[src/rtl/hex_frame_pkg.sv]
// Shared types and constants for the UART hex frame controller.
package hex_frame_pkg;

    typedef enum logic [2:0] {
        IDLE,
        COLLECT,
        WAIT_CONV,
        FLUSH,
        HOLD
    } state_e;

    typedef enum logic [2:0] {
        CLS_HEX,
        CLS_WS,
        CLS_START,
        CLS_END,
        CLS_OTHER
    } char_cls_e;

    localparam logic [1:0] ERR_OVERRUN = 2'b00;
    localparam logic [1:0] ERR_NONHEX  = 2'b01;
    localparam logic [1:0] ERR_LENGTH  = 2'b10;
    localparam logic [1:0] ERR_TIMEOUT = 2'b11;

    localparam logic [7:0] WS_SPACE = 8'h20;
    localparam logic [7:0] WS_CR    = 8'h0D;
    localparam logic [7:0] PAD_CHAR = 8'h30;

endpackage

[src/rtl/hex_char_classifier.sv]
// Combinational classification of a received ASCII byte.
module hex_char_classifier
    import hex_frame_pkg::*;
#(
    parameter logic [7:0] START_CHAR = 8'h3A,
    parameter logic [7:0] END_CHAR   = 8'h0A
) (
    input  logic [7:0] byte_i,
    output logic [2:0] cls_o
);

    // Framing characters win so a frame delimiter can never be taken as data.
    always_comb begin
        cls_o = CLS_OTHER;
        if (byte_i == START_CHAR) begin
            cls_o = CLS_START;
        end else if (byte_i == END_CHAR) begin
            cls_o = CLS_END;
        end else if ((byte_i >= 8'h30 && byte_i <= 8'h39) ||
                     (byte_i >= 8'h41 && byte_i <= 8'h46) ||
                     (byte_i >= 8'h61 && byte_i <= 8'h66)) begin
            cls_o = CLS_HEX;
        end else if (byte_i == WS_SPACE || byte_i == WS_CR) begin
            cls_o = CLS_WS;
        end
    end

endmodule

[src/rtl/hex_frame_controller.sv]
// Filters UART bytes into hex digits for the converter, assembles the frame
// word, reports framing errors and keeps the converter's digit pairing aligned.
module hex_frame_controller
    import hex_frame_pkg::*;
#(
    parameter int         NUM_BYTES      = 4,
    parameter logic [7:0] START_CHAR     = 8'h3A,
    parameter logic [7:0] END_CHAR       = 8'h0A,
    parameter int         TIMEOUT_CYCLES = 100000
) (
    input  logic                   clk,
    input  logic                   rst,
    input  logic                   rx_valid,
    input  logic [7:0]             rx_byte,
    output logic                   conv_valid,
    output logic [7:0]             conv_byte,
    input  logic                   conv_ready,
    input  logic [7:0]             conv_out,
    output logic [8*NUM_BYTES-1:0] frame_data,
    output logic                   frame_valid,
    input  logic                   frame_ack,
    output logic                   err_valid,
    output logic [1:0]             err_code,
    output logic                   busy
);

    localparam int DW = $clog2(2*NUM_BYTES+2);
    localparam int TW = $clog2(TIMEOUT_CYCLES);
    localparam int BW = $clog2(NUM_BYTES+1);
    localparam logic [DW-1:0] DIGITS = DW'(2*NUM_BYTES);
    localparam logic [BW-1:0] NBYTES = BW'(NUM_BYTES);
    localparam logic [TW-1:0] TMAX   = TW'(TIMEOUT_CYCLES-1);

    state_e                 state_q, state_d;
    logic [DW-1:0]          digit_q, digit_d;
    logic [BW-1:0]          byte_q, byte_d;
    logic [TW-1:0]          timer_q, timer_d;
    logic [8*NUM_BYTES-1:0] frame_q, frame_d;
    logic                   cv_q, cv_d;
    logic [7:0]             cb_q, cb_d;
    logic                   fv_q, fv_d;
    logic                   ev_q, ev_d;
    logic [1:0]             ec_q, ec_d;
    logic                   abort;
    logic [1:0]             abort_code;
    logic [2:0]             cls_raw;
    char_cls_e              cls;

    hex_char_classifier #(
        .START_CHAR(START_CHAR),
        .END_CHAR  (END_CHAR)
    ) u_cls (
        .byte_i(rx_byte),
        .cls_o (cls_raw)
    );

    assign cls = char_cls_e'(cls_raw);

    always_comb begin
        state_d    = state_q;
        digit_d    = digit_q;
        byte_d     = byte_q;
        timer_d    = (timer_q == TMAX) ? timer_q : timer_q + 1'b1;
        frame_d    = frame_q;
        cv_d       = 1'b0;
        cb_d       = cb_q;
        fv_d       = fv_q;
        ev_d       = 1'b0;
        ec_d       = ec_q;
        abort      = 1'b0;
        abort_code = ERR_OVERRUN;

        unique case (state_q)
            IDLE: begin
                if (rx_valid && cls == CLS_START) begin
                    digit_d = '0;
                    byte_d  = '0;
                    timer_d = '0;
                    frame_d = '0;
                    state_d = COLLECT;
                end
            end
            COLLECT: begin
                if (rx_valid) begin
                    unique case (cls)
                        CLS_HEX: begin
                            if (digit_q == DIGITS) begin
                                abort      = 1'b1;
                                abort_code = ERR_LENGTH;
                            end else begin
                                cv_d    = 1'b1;
                                cb_d    = rx_byte;
                                digit_d = digit_q + 1'b1;
                                timer_d = '0;
                                if (digit_q[0]) state_d = WAIT_CONV;
                            end
                        end
                        CLS_WS: timer_d = '0;
                        CLS_END: begin
                            if (digit_q == DIGITS && byte_q == NBYTES) begin
                                fv_d    = 1'b1;
                                state_d = HOLD;
                            end else begin
                                abort      = 1'b1;
                                abort_code = ERR_LENGTH;
                            end
                        end
                        CLS_START: begin
                            abort      = 1'b1;
                            abort_code = ERR_LENGTH;
                        end
                        default: begin
                            abort      = 1'b1;
                            abort_code = ERR_NONHEX;
                        end
                    endcase
                end else if (timer_q == TMAX) begin
                    abort      = 1'b1;
                    abort_code = ERR_TIMEOUT;
                end
            end
            WAIT_CONV: begin
                if (conv_ready) begin
                    frame_d = {frame_q[8*NUM_BYTES-9:0], conv_out};
                    byte_d  = byte_q + 1'b1;
                    state_d = COLLECT;
                end
                if (rx_valid) begin
                    abort      = 1'b1;
                    abort_code = ERR_OVERRUN;
                end else if (!conv_ready && timer_q == TMAX) begin
                    abort      = 1'b1;
                    abort_code = ERR_TIMEOUT;
                end
            end
            FLUSH: begin
                if (conv_ready) state_d = IDLE;
            end
            HOLD: begin
                if (rx_valid) begin
                    ev_d = 1'b1;
                    ec_d = ERR_OVERRUN;
                end
                if (frame_ack) begin
                    fv_d    = 1'b0;
                    state_d = IDLE;
                end
            end
            default: state_d = IDLE;
        endcase

        // A half-sent pair gets a pad digit so the converter emits one byte
        // we can discard; an outstanding pair only needs its result drained.
        if (abort) begin
            ev_d = 1'b1;
            ec_d = abort_code;
            if (state_q == COLLECT && digit_q[0]) begin
                cv_d    = 1'b1;
                cb_d    = PAD_CHAR;
                state_d = FLUSH;
            end else if (state_q == WAIT_CONV && !conv_ready) begin
                state_d = FLUSH;
            end else begin
                state_d = IDLE;
            end
        end
    end

    always_ff @(posedge clk or posedge rst) begin
        if (rst) begin
            state_q <= IDLE;
            digit_q <= '0;
            byte_q  <= '0;
            timer_q <= '0;
            frame_q <= '0;
            cv_q    <= 1'b0;
            cb_q    <= '0;
            fv_q    <= 1'b0;
            ev_q    <= 1'b0;
            ec_q    <= '0;
        end else begin
            state_q <= state_d;
            digit_q <= digit_d;
            byte_q  <= byte_d;
            timer_q <= timer_d;
            frame_q <= frame_d;
            cv_q    <= cv_d;
            cb_q    <= cb_d;
            fv_q    <= fv_d;
            ev_q    <= ev_d;
            ec_q    <= ec_d;
        end
    end

    assign conv_valid  = cv_q;
    assign conv_byte   = cb_q;
    assign frame_data  = frame_q;
    assign frame_valid = fv_q;
    assign err_valid   = ev_q;
    assign err_code    = ec_q;
    assign busy        = (state_q != IDLE);

endmodule

[config.mk]
export PLATFORM = sky130hd
export DESIGN_NAME = hex_frame_controller
export DESIGN_NICKNAME = d
export VERILOG_FILES = /design/src/rtl/hex_frame_pkg.sv /design/src/rtl/hex_char_classifier.sv /design/src/rtl/hex_frame_controller.sv
export SDC_FILE = /design/constraint.sdc
export NUM_CORES = 1
export LEC_CHECK = 0
export BUFFER_PORTS_ARGS = -buffer_cell sky130_fd_sc_hd__clkbuf_2
export CAP_MARGIN = 0
export CORE_MARGIN = 5
export CORE_UTILIZATION = 50
export DETAILED_ROUTE_END_ITERATION = 10
export GPL_TIMING_DRIVEN = 0
export PLACE_DENSITY = 0.81
export SETUP_SLACK_MARGIN = 0.05
export SYNTH_ARGS = -nofsm -noshare
export SYNTH_HDL_FRONTEND = slang
export SYNTH_SLANG_ARGS = --single-unit
[constraint.sdc]
create_clock -name clk -period 6.15 [get_ports clk]
set_clock_uncertainty 0.05 [all_clocks]
set_input_delay 0.615 -clock clk [delete_from_list [all_inputs] [get_ports clk]]
set_output_delay 0.615 -clock clk [all_outputs]
set_load 0.02 [all_outputs]
==> flow_metrics.env, run 1 <==
export IMPL_worst_r2r_setup_slack_ns=3.10
export IMPL_final_hold_violation_count=0
export IMPL_hold_path_class="in2async"
export IMPL_ant_nets=0
export IMPL_top_library_cells_by_usage_in_the_layout_fill_and_taps_aside="dfrtp_1, clkbuf_2, nor2_1, a22o_1, nand2_1"
export IMPL_synth_top_area_share_pct=52.2
export IMPL_wl_met3_um=654
export IMPL_wl_met1_mm=3.57
export IMPL_ratio_of_routed_vias_to_standard_cells=5.88
export IMPL_post_dp_cell_area_um2=3880
export IMPL_cts_tree="done"
export IMPL_area_of_combinational_cells_with_multiple_inputs_um2=1560
export IMPL_cts_max_path_buffers=2
export IMPL_path_cells="or4b_2 > nor4_1 > nor2b_1 > clkbuf_1 > nor2_1 > a2111oi_4 > mux2i_1"
export IMPL_maximum_number_of_pins_on_one_net_before_global_route_repair=73
export IMPL_cp_num_buf_inv=1
export IMPL_yosys_area_top_type="dfrtp_1"
export IMPL_number_of_synthesized_flops_with_an_enable_pin=0
export IMPL_grt_pass1_wl_mm=13.8
export IMPL_crit_path_top_delay_cell="or4b_2"
export IMPL_r2r_end="state_q[1]"
export IMPL_post_route_drc_count=0
export IMPL_final_setup_worst_slack_ns=3.10
export IMPL_mean_instance_size_in_the_synthesized_netlist_um2=10.4
export IMPL_grt_total_usage_pct=20.0
export IMPL_grt_setup_unrepaired="no"
export IMPL_cts_repair_resize_count=0
export IMPL_fin_crit_sh_pct=49.6
export IMPL_first_pass_iters=5
export IMPL_syn_to_final_growth_pct=19.6
export IMPL_outcome="finished, final reports clean"
export IMPL_synth_cell_types=50
export IMPL_synth_flop_cell="dfrtp_1"
export IMPL_cp_slowest_stage_delay_ns=0.66
export IMPL_start_util_pct=51.1
export IMPL_crit_required_ns=6.38
export IMPL_slew_headroom_pct=43.7
export IMPL_detailroute_wirelength_met2_mm=3.78
export IMPL_crit_path_end_kind="register"
export IMPL_min_period_ns=3.05
export IMPL_reg2regPathDepth=7
export IMPL_floorplan_core_area_um2=6760
export IMPL_setup_viol=0
export IMPL_synth_top_cells_by_area="dfrtp_1, a22o_1, nor2_1, nand2_1, mux2i_1"
export IMPL_maxUsedRoutingLayer="met4"
export IMPL_synthesis_area_um2=3450
export IMPL_die_y_extent_um=93.1
export IMPL_worst_skew_pair_late_latency_ns=0.36
export IMPL_place_worst_setup_slack_ns=2.97
export IMPL_crit_family="simple AND/OR/NAND/NOR gates"
export IMPL_clk_transition_reported_paths_ns=0.09
export IMPL_io_buffer_count=65
export IMPL_via_count_of_the_routed_design=2894
export IMPL_data_arrival_time_at_the_worst_slack_endpoint_ns=3.28
export IMPL_dpl_hpwl_mm=5.72
export IMPL_place_congestion=0.920
export IMPL_synth_seq_area_share_pct=52.2
export IMPL_drv_max_cap_violation_count=0
export IMPL_clkSinkCount=72
export IMPL_die_outline_area_um2=8670
export IMPL_deepest_level_of_the_cts_h_tree=3
export IMPL_crit_path_start_kind="register"
export IMPL_post_cts_setup_buffer_count=0
export IMPL_cellPowerDensity_nw_per_um2=381
export IMPL_synth_seq_cells=72
export IMPL_max_clock_freq_mhz=328
export IMPL_initialDrtViolationCount=200
export IMPL_via_count_of_the_first_global_routing_pass=2852
export IMPL_average_wire_per_cell_in_the_routed_design_um=16.5
export IMPL_mostFrequentLayoutCell="dfrtp_1"
export IMPL_synth_cells=331
export IMPL_dieWidth_um=93.1
export IMPL_ioPinCount=67
export IMPL_grt_antenna_before_repair=0
export IMPL_worst_ir_drop_on_vdd_v=0.000246
export IMPL_crit_type="reg2reg"
export IMPL_postSynth_asyncResetShare_pct=100
export IMPL_r2r_start="timer_q[11]"
export IMPL_rows=30
export IMPL_diodes=0
export IMPL_globalRoute_totalOverflow=0
export IMPL_final_nets=433
export IMPL_final_layout_setup_total_negative_slack_ns=0
export IMPL_timing_max_transition_violations_final=0
export IMPL_holdBufCountCts=0
export IMPL_post_route_cells_drive_above_1_share_pct=22.8
export IMPL_leakage_component_of_the_power_nw=2.03
export IMPL_footprint_of_the_flip_flops_and_latches_um2=1800
export IMPL_drt_wl_total_mm=8.13
export IMPL_cts_root_buffer_cell="clkbuf_8"
export IMPL_numCtsBuffers=9
export IMPL_synth_yosys_warnings=0
export IMPL_worst_margin_slew_ns=0.845
export IMPL_postSynthNetCount=357
export IMPL_fill_cells=560
export IMPL_timing_critical_path_fanout_max=8
export IMPL_final_design_area_no_fill_um2=4130
-- sequential cells by signal (all words and copies together), names as in the netlist --
register / count
byte_q: 3
conv_byte: 8
conv_valid: 1
digit_q: 4
err_code: 2
err_valid: 1
frame_data: 32
frame_valid: 1
state_q: 3
timer_q: 17
-- Yosys cell counts, drive strengths merged, types with 6 or more instances --
cell / number
nor3: 10
nand3: 10
inv: 10
a21oi: 9
xor2: 9
a22o: 33
dfrtp: 72
nand2: 25
mux2i: 9
o21ai: 7
xnor2: 6
clkbuf: 15
nor2: 46
-- power breakdown --
group / total (mW) / internal [mW] / switching [mW]
clock network: 0.472 / 0.274 / 0.198
registers: 0.659 / 0.573 / 0.0859
logic: 0.443 / 0.173 / 0.270
total: 1.57 / 1.02 / 0.554
-- layer usage --
layer / global-route usage [%] / vias up
li1: - / 1352
met1: 26.6 / 1410
met2: 31.0 / 117
met3: 6.44 / 15
met4: 7.08 / 0
met5: 0 / -
-- cell families (layout without fill, tap and decap cells) --
group,Yosys count,in the layout,share of synthesized area [%]
AO/OA/AOI/OAI,74,74,17.5
XOR/XNOR,15,15,3.80
adder cells (fa/ha/maj),5,5,1.81
buffers and inverters,25,106,2.72
flip-flops,72,72,52.2
multiplexers,11,11,3.26
AND/OR/NAND/NOR,129,129,18.7
-- stage by stage --
stage / util [%] / power, mW / hold WS [ns] / std cells
global route: 61.2 / 1.67 / 0.405 / 492
detailed placement: 57.5 / 1.11 / 0.432 / 476
CTS: 61.2 / 1.58 / 0.384 / 492
floorplan: - / 0.963 / 0.400 / 331
finish: 61.2 / 1.57 / 0.368 / 492
global placement: 57.4 / 1.09 / 0.422 / 476
-- area by class of cell --
class	instances	share of cell area, %
inverters	10	0.969
plain buffers	15	1.36
clock buffers	9	3.00
well taps	80	2.42
flip-flops and latches	72	43.6
clock inverters	7	3.06
multi-input cells	234	37.7
repair buffers	65	7.87
-- how the worst max path moves through the flow --
stage,start,to,slack (ns),cells past startpoint
5_1_grt,timer_q[11],conv_byte[3],2.93,7
6_report,timer_q[11],state_q[1],3.10,7
3_5_place_dp,rx_byte[3],timer_q[13],2.97,8
2_1_floorplan,rx_byte[7],state_q[0],3.30,6
4_1_cts,timer_q[11],conv_byte[7],3.16,7
3_3_place_gp,rst,conv_valid,2.90,2
Note: power is estimated with default switching activity, not from simulation.
==> run 2, diff against run 1 <==
--- a/config.mk
+++ b/config.mk
@@ -11,7 +11,7 @@
 export CORE_UTILIZATION = 50
 export DETAILED_ROUTE_END_ITERATION = 10
 export GPL_TIMING_DRIVEN = 0
-export PLACE_DENSITY = 0.81
+export PLACE_DENSITY = 0.84
 export SETUP_SLACK_MARGIN = 0.05
 export SYNTH_ARGS = -nofsm -noshare
 export SYNTH_HDL_FRONTEND = slang
==> constraint.sdc (replaced) <==
create_clock -name clk -period 2.7 [get_ports clk]
set_clock_uncertainty 0.05 [all_clocks]
set_input_delay 0.27 -clock clk [delete_from_list [all_inputs] [get_ports clk]]
set_output_delay 0.27 -clock clk [all_outputs]
set_load 0.02 [all_outputs]
==> flow_metrics.env, run 2 (synthesis results as in run 1) <==
export IMPL_outcome="finished, final reports clean"
export IMPL_grt_total_usage_pct=20.2
export IMPL_first_pass_iters=5
export IMPL_clkSinkCount=72
export IMPL_cts_root_buffer_cell="clkbuf_8"
export IMPL_post_route_cells_drive_above_1_share_pct=25.4
export IMPL_leakage_component_of_the_power_nw=2.02
export IMPL_worst_ir_drop_on_vdd_v=0.000527
export IMPL_timing_max_transition_violations_final=0
export IMPL_cellPowerDensity_nw_per_um2=815
export IMPL_cp_num_buf_inv=2
export IMPL_crit_path_start_kind="register"
export IMPL_power_share_sequential_pct=44.9
export IMPL_worst_skew_pair_late_latency_ns=0.36
export IMPL_final_design_area_no_fill_um2=4110
export IMPL_power_frac_clock_pct=24.5
export IMPL_floorplan_core_area_um2=6760
export IMPL_ioPinCount=67
export IMPL_globalRoute_totalOverflow=0
export IMPL_numCtsBuffers=9
export IMPL_syn_to_final_growth_pct=19.0
export IMPL_grt_pass1_wl_mm=13.9
export IMPL_maximum_number_of_pins_on_one_net_before_global_route_repair=73
export IMPL_deepest_level_of_the_cts_h_tree=3
export IMPL_rows=30
export IMPL_final_nets=434
export IMPL_worst_margin_slew_ns=0.853
export IMPL_cell_internal_pwr_mw=2.06
export IMPL_crit_family="simple AND/OR/NAND/NOR gates"
export IMPL_cts_max_path_buffers=2
export IMPL_post_dp_cell_area_um2=3880
export IMPL_r2r_start="timer_q[11]"
export IMPL_die_outline_area_um2=8670
export IMPL_crit_required_ns=2.93
export IMPL_average_wire_per_cell_in_the_routed_design_um=16.8
export IMPL_dieWidth_um=93.1
export IMPL_swShare_pct=38.6
export IMPL_mostFrequentLayoutCell="dfrtp_1"
export IMPL_ratio_of_routed_vias_to_standard_cells=5.88
export IMPL_top_library_cells_by_usage_in_the_layout_fill_and_taps_aside="dfrtp_1, clkbuf_2, nor2_1, a22o_1, nand2_1"
export IMPL_fin_crit_sh_pct=93.6
export IMPL_r2r_end="conv_valid"
export IMPL_finish_cell_count_without_fillers=493
export IMPL_post_route_drc_count=0
export IMPL_diodes=0
export IMPL_cp_slowest_stage_delay_ns=0.65
export IMPL_grt_antenna_before_repair=0
export IMPL_slew_headroom_pct=43.1
export IMPL_crit_path_start="timer_q[11]"
export IMPL_via_count_of_the_first_global_routing_pass=2910
export IMPL_min_period_ns=2.53
export IMPL_final_hold_violation_count=0
export IMPL_final_layout_setup_total_negative_slack_ns=0
export IMPL_crit_path_top_delay_cell="or4b_2"
export IMPL_setup_viol=0
export IMPL_io_buffer_count=65
export IMPL_reg2regPathDepth=8
export IMPL_start_util_pct=51.1
export IMPL_crit_type="reg2reg"
export IMPL_timing_critical_path_fanout_max=9
export IMPL_p_switching_mw=1.29
export IMPL_data_arrival_time_at_the_worst_slack_endpoint_ns=2.76
export IMPL_grt_setup_unrepaired="no"
export IMPL_worst_r2r_setup_slack_ns=0.17
export IMPL_drv_max_cap_violation_count=0
export IMPL_cts_tree="done"
export IMPL_max_reg_flops=32
export IMPL_placed_cells=476
export IMPL_worst_hold_slack_ns=0.0473
export IMPL_combinationalPowerShare_pct=30.6
export IMPL_ant_nets=0
export IMPL_drt_wl_total_mm=8.30
export IMPL_initialDrtViolationCount=255
export IMPL_place_congestion=0.897
export IMPL_clk_transition_reported_paths_ns=0.09
export IMPL_dpl_hpwl_mm=5.89
export IMPL_hold_path_class="in2async"
export IMPL_via_count_of_the_routed_design=2901
export IMPL_holdBufCountCts=0
export IMPL_crit_path_end_kind="register"
export IMPL_path_cells="or4b_2 > nor4_2 > nor2b_1 > clkbuf_4 > nor2_2 > a311oi_4 > buf_12 > nand2b_1"
export IMPL_max_clock_freq_mhz=396
export IMPL_die_y_extent_um=93.1
[run 2: cell count changes in the layout (fill, tap and decap cells not counted), sizes merged]
cell,before,now
bufinv,3,0
inv,12,14
clkinv,1,0
clkinvlp,1,3
buf,0,1
[run 2: layout make-up]
class                   instances  area [µm²]
plain buffers                  15        66.3
clock buffers                   9         124
clock inverters                 7        62.6
fillers                       592        2650
inverters                      10        40.0
multi-input cells             234        1570
flip-flops and latches         72        1800
well taps                      80         100
repair buffers                 66         345
[run 2: power groups by stage]
stage,clock network [mW],logic (mW),registers (mW)
global route,0.873,1.14,1.54
global placement,0,0.974,1.50
floorplan,0,0.548,1.65
CTS,0.828,1.03,1.50
finish,0.821,1.03,1.51
detailed placement,0,1.02,1.52
[run 2: repair_timing]
action,CTS,global route
endpoints found under the setup margin,42,46
pin swaps,2,1
gates resized for setup,4,12
setup buffers,1,0
[run 2: routing by layer]
layer | vias up | GRT usage (%) | share of wire [%]
met3 | 14 | 4.59 | 5.7
met4 | 0 | 7.81 | 2.0
met1 | 1426 | 26.8 | 45
li1 | 1359 | - | -
met5 | - | 0 | 0
met2 | 102 | 32.3 | 47
[run 2: worst max path at each step]
stage	slack, ns	depth (start not counted)	end
after floorplan	0.10	7	state_q[0]
after global placement	-0.17	2	conv_valid
after detailed placement	-0.21	7	conv_byte[2]
after CTS	0.07	8	conv_valid
after global routing	0.06	7	state_q[0]
final	0.17	8	conv_valid
[run 2: per-stage QoR]
stage	power [mW]	worst slack [ns]	utilization, %
2_1_floorplan	2.19	0.100	-
3_3_place_gp	2.48	-0.166	57.4
3_5_place_dp	2.53	-0.211	57.5
4_1_cts	3.36	0.0681	60.7
5_1_grt	3.55	0.0632	60.9
6_report	3.35	0.173	60.9
==> run 3, diff against run 2 <==
--- a/config.mk
+++ b/config.mk
@@ -5,12 +5,12 @@
 export SDC_FILE = /design/constraint.sdc
 export NUM_CORES = 1
 export LEC_CHECK = 0
+export ABC_AREA = 1
 export BUFFER_PORTS_ARGS = -buffer_cell sky130_fd_sc_hd__clkbuf_2
 export CAP_MARGIN = 0
 export CORE_MARGIN = 5
 export CORE_UTILIZATION = 50
 export DETAILED_ROUTE_END_ITERATION = 10
-export GPL_TIMING_DRIVEN = 0
 export PLACE_DENSITY = 0.84
 export SETUP_SLACK_MARGIN = 0.05
 export SYNTH_ARGS = -nofsm -noshare
==> constraint.sdc (replaced) <==
create_clock -name clk -period 2.7 [get_ports clk]
set_clock_uncertainty 0.05 [all_clocks]
set_input_delay 0.54 -clock clk [delete_from_list [all_inputs] [get_ports clk]]
set_output_delay 0.54 -clock clk [all_outputs]
set_load 0.02 [all_outputs]
==> flow_metrics.env, run 3 <==
export IMPL_number_of_synthesized_flops_with_an_enable_pin=0
export IMPL_cts_tree="done"
export IMPL_crit_path_end_kind="register"
export IMPL_rows=31
export IMPL_yosys_area_top_type="dfrtp_1"
export IMPL_max_clock_freq_mhz=457
export IMPL_dpl_hpwl_mm=5.66
export IMPL_syn_to_final_growth_pct=17.5
export IMPL_drt_wl_total_mm=7.75
export IMPL_fin_crit_sh_pct=81.0
export IMPL_yosys_cell_count_top_type="dfrtp_1"
export IMPL_mean_instance_size_in_the_synthesized_netlist_um2=8.83
export IMPL_synth_seq_cells=72
export IMPL_grt_antenna_before_repair=0
export IMPL_final_setup_worst_slack_ns=0.513
export IMPL_die_y_extent_um=95.2
export IMPL_dieWidth_um=95.2
export IMPL_finish_cell_count_without_fillers=587
export IMPL_hold_path_class="in2async"
export IMPL_start_util_pct=50.6
export IMPL_reg2regPathDepth=15
export IMPL_holdBufCountCts=0
export IMPL_die_outline_area_um2=9060
export IMPL_postSynth_asyncResetShare_pct=100
export IMPL_data_arrival_time_at_the_worst_slack_endpoint_ns=2.38
export IMPL_r2r_start="digit_q[0]"
export IMPL_synth_cell_types=36
export IMPL_worst_r2r_setup_slack_ns=0.51
export IMPL_worst_margin_slew_ns=0.760
export IMPL_drv_max_cap_violation_count=0
export IMPL_synth_cells=411
export IMPL_synthesis_area_um2=3630
export IMPL_cellPowerDensity_nw_per_um2=973
export IMPL_setup_viol=0
export IMPL_first_pass_iters=4
export IMPL_synth_yosys_warnings=0
export IMPL_outcome="finished, final reports clean"
export IMPL_slew_headroom_pct=49.2
export IMPL_crit_type="reg2reg"
export IMPL_place_congestion=0.856
export IMPL_max_reg_flops=32
export IMPL_post_route_drc_count=0
export IMPL_crit_path_start_kind="register"
export IMPL_min_period_ns=2.19
export IMPL_final_nets=509
export IMPL_cts_repair_resize_count=0
export IMPL_synth_top_area_share_pct=49.6
export IMPL_synth_flop_cell="dfrtp_1"
export IMPL_leading_post_synthesis_cells_by_instance_count="dfrtp_1, nand2_1, inv_1, nor2_1, nand3_1"
export IMPL_ratio_of_routed_vias_to_standard_cells=5.11
export IMPL_clk_transition_reported_paths_ns=0.08
export IMPL_via_count_of_the_first_global_routing_pass=3042
export IMPL_ant_nets=0
export IMPL_cp_slowest_stage_delay_ns=0.41
export IMPL_place_worst_setup_slack_ns=0.532
export IMPL_post_route_cells_drive_above_1_share_pct=26.6
export IMPL_clkSinkCount=72
export IMPL_final_hold_violation_count=0
export IMPL_leakage_component_of_the_power_nw=2.06
export IMPL_post_cts_setup_buffer_count=0
export IMPL_r2r_end="state_q[0]"
export IMPL_grt_setup_unrepaired="no"
export IMPL_ioPinCount=67
export IMPL_cts_root_buffer_cell="clkbuf_8"
export IMPL_final_core_util_pct=59.4
export IMPL_floorplan_core_area_um2=7180
export IMPL_timing_critical_path_fanout_max=6
export IMPL_initialDrtViolationCount=196
export IMPL_postSynthNetCount=437
export IMPL_via_count_of_the_routed_design=3000
export IMPL_maximum_number_of_pins_on_one_net_before_global_route_repair=40
export IMPL_synth_seq_area_share_pct=49.6
export IMPL_io_buffer_count=66
export IMPL_top_library_cells_by_usage_in_the_layout_fill_and_taps_aside="dfrtp_1, clkbuf_2, nand2_1, inv_1, nor2_1"
export IMPL_worst_skew_pair_late_latency_ns=0.35
export IMPL_path_cells="inv_1 > ha_1 > nand2_1 > nor2_2 > nand3_1 > nand2_1 > nand2_1 > nor2_1 > nand2_1 > nand2_2 > nand2_4 > inv_4 > nand2_2 > nand2_1 > nand2_1"
export IMPL_timing_max_transition_violations_final=0
export IMPL_grt_total_usage_pct=18.9
export IMPL_final_layout_setup_total_negative_slack_ns=0
export IMPL_diodes=0
export IMPL_grt_pass1_wl_mm=13.4
export IMPL_placed_cells=571
export IMPL_worst_ir_drop_on_vdd_v=0.000581
export IMPL_synth_top_cells_by_area="dfrtp_1, nand2_1, inv_1, nor2_1, nand3_1"
export IMPL_average_wire_per_cell_in_the_routed_design_um=13.2
export IMPL_numCtsBuffers=9
export IMPL_deepest_level_of_the_cts_h_tree=3
export IMPL_crit_required_ns=2.89
export IMPL_crit_path_top_delay_cell="dfrtp_1"
export IMPL_mostFrequentLayoutCell="dfrtp_1"
export IMPL_crit_top_cell="nand2_1"
export IMPL_cts_max_path_buffers=2
export IMPL_globalRoute_totalOverflow=0
[run 3: changes by cell type in the layout (fill, tap and decap cells not counted), sizes merged, moves of 8 or more]
cell / change
mux2i: -8
nand2: +47
nor2: +12
clkbuf: -14
a22o: -33
o22ai: +16
nand3: +27
o21ai: +18
inv: +49
[run 3: logic make-up (layout without fill, tap and decap cells)]
group / after synthesis / after routing / synth area share (%)
compound gates: 64 / 64 / 11.9
xor+xnor: 18 / 18 / 4.34
fa+ha+maj: 5 / 5 / 1.72
buf+inv: 70 / 147 / 7.89
flops: 72 / 72 / 49.6
mux: 1 / 1 / 0.276
simple gates: 181 / 181 / 24.2
[run 3: worst max-delay path, delay by kind of cell (launching register included)]
family,cells,cell delay [ns]
and+or+nand+nor,12,1.19
DFF,1,0.41
buffers and inverters,2,0.25
adders and majority gates,1,0.17
[run 3: metal layers]
layer  global-route usage [%]  share of wire [%]
met1                     25.2                 47
met3                     4.97                7.2
met5                        0                  0
met2                     29.3                 45
met4                     7.93                1.4
[run 3: worst max path at each step]
stage                       to  cells after the start        from
floorplan            byte_q[0]                      1         rst
global placement     byte_q[2]                     11  rx_byte[7]
detailed placement   byte_q[2]                     11  rx_byte[2]
CTS                 state_q[0]                     15  digit_q[0]
global route        state_q[0]                     15  digit_q[0]
finish              state_q[0]                     15  digit_q[0]
[run 3: where the power goes]
part / switching [mW] / leakage (nW) / internal (mW) / total (mW)
combinational: 1.05 / 1.01 / 0.540 / 1.59
clock: 0.429 / 0.0998 / 0.428 / 0.857
sequential: 0.282 / 0.949 / 1.42 / 1.71
total: 1.76 / 2.06 / 2.39 / 4.15
[run 3: layout make-up]
type                       count  area (µm²)
clock inverter                 7        70.1
fill                         620        2910
timing repair buffer          69         365
tap                           99         124
clock buffer                   9         124
multi-input combinational    269        1540
sequential                    72        1800
inverter                      62         239
[run 3: stage by stage]
stage          hold WS (ns)  power (mW)  area [µm²]
3_5_place_dp          0.426        3.31        4070
2_1_floorplan         0.455        2.84        3630
6_report              0.232        4.15        4270
4_1_cts               0.244        4.17        4270
3_3_place_gp          0.418        3.24        4070
5_1_grt               0.299        4.46        4270
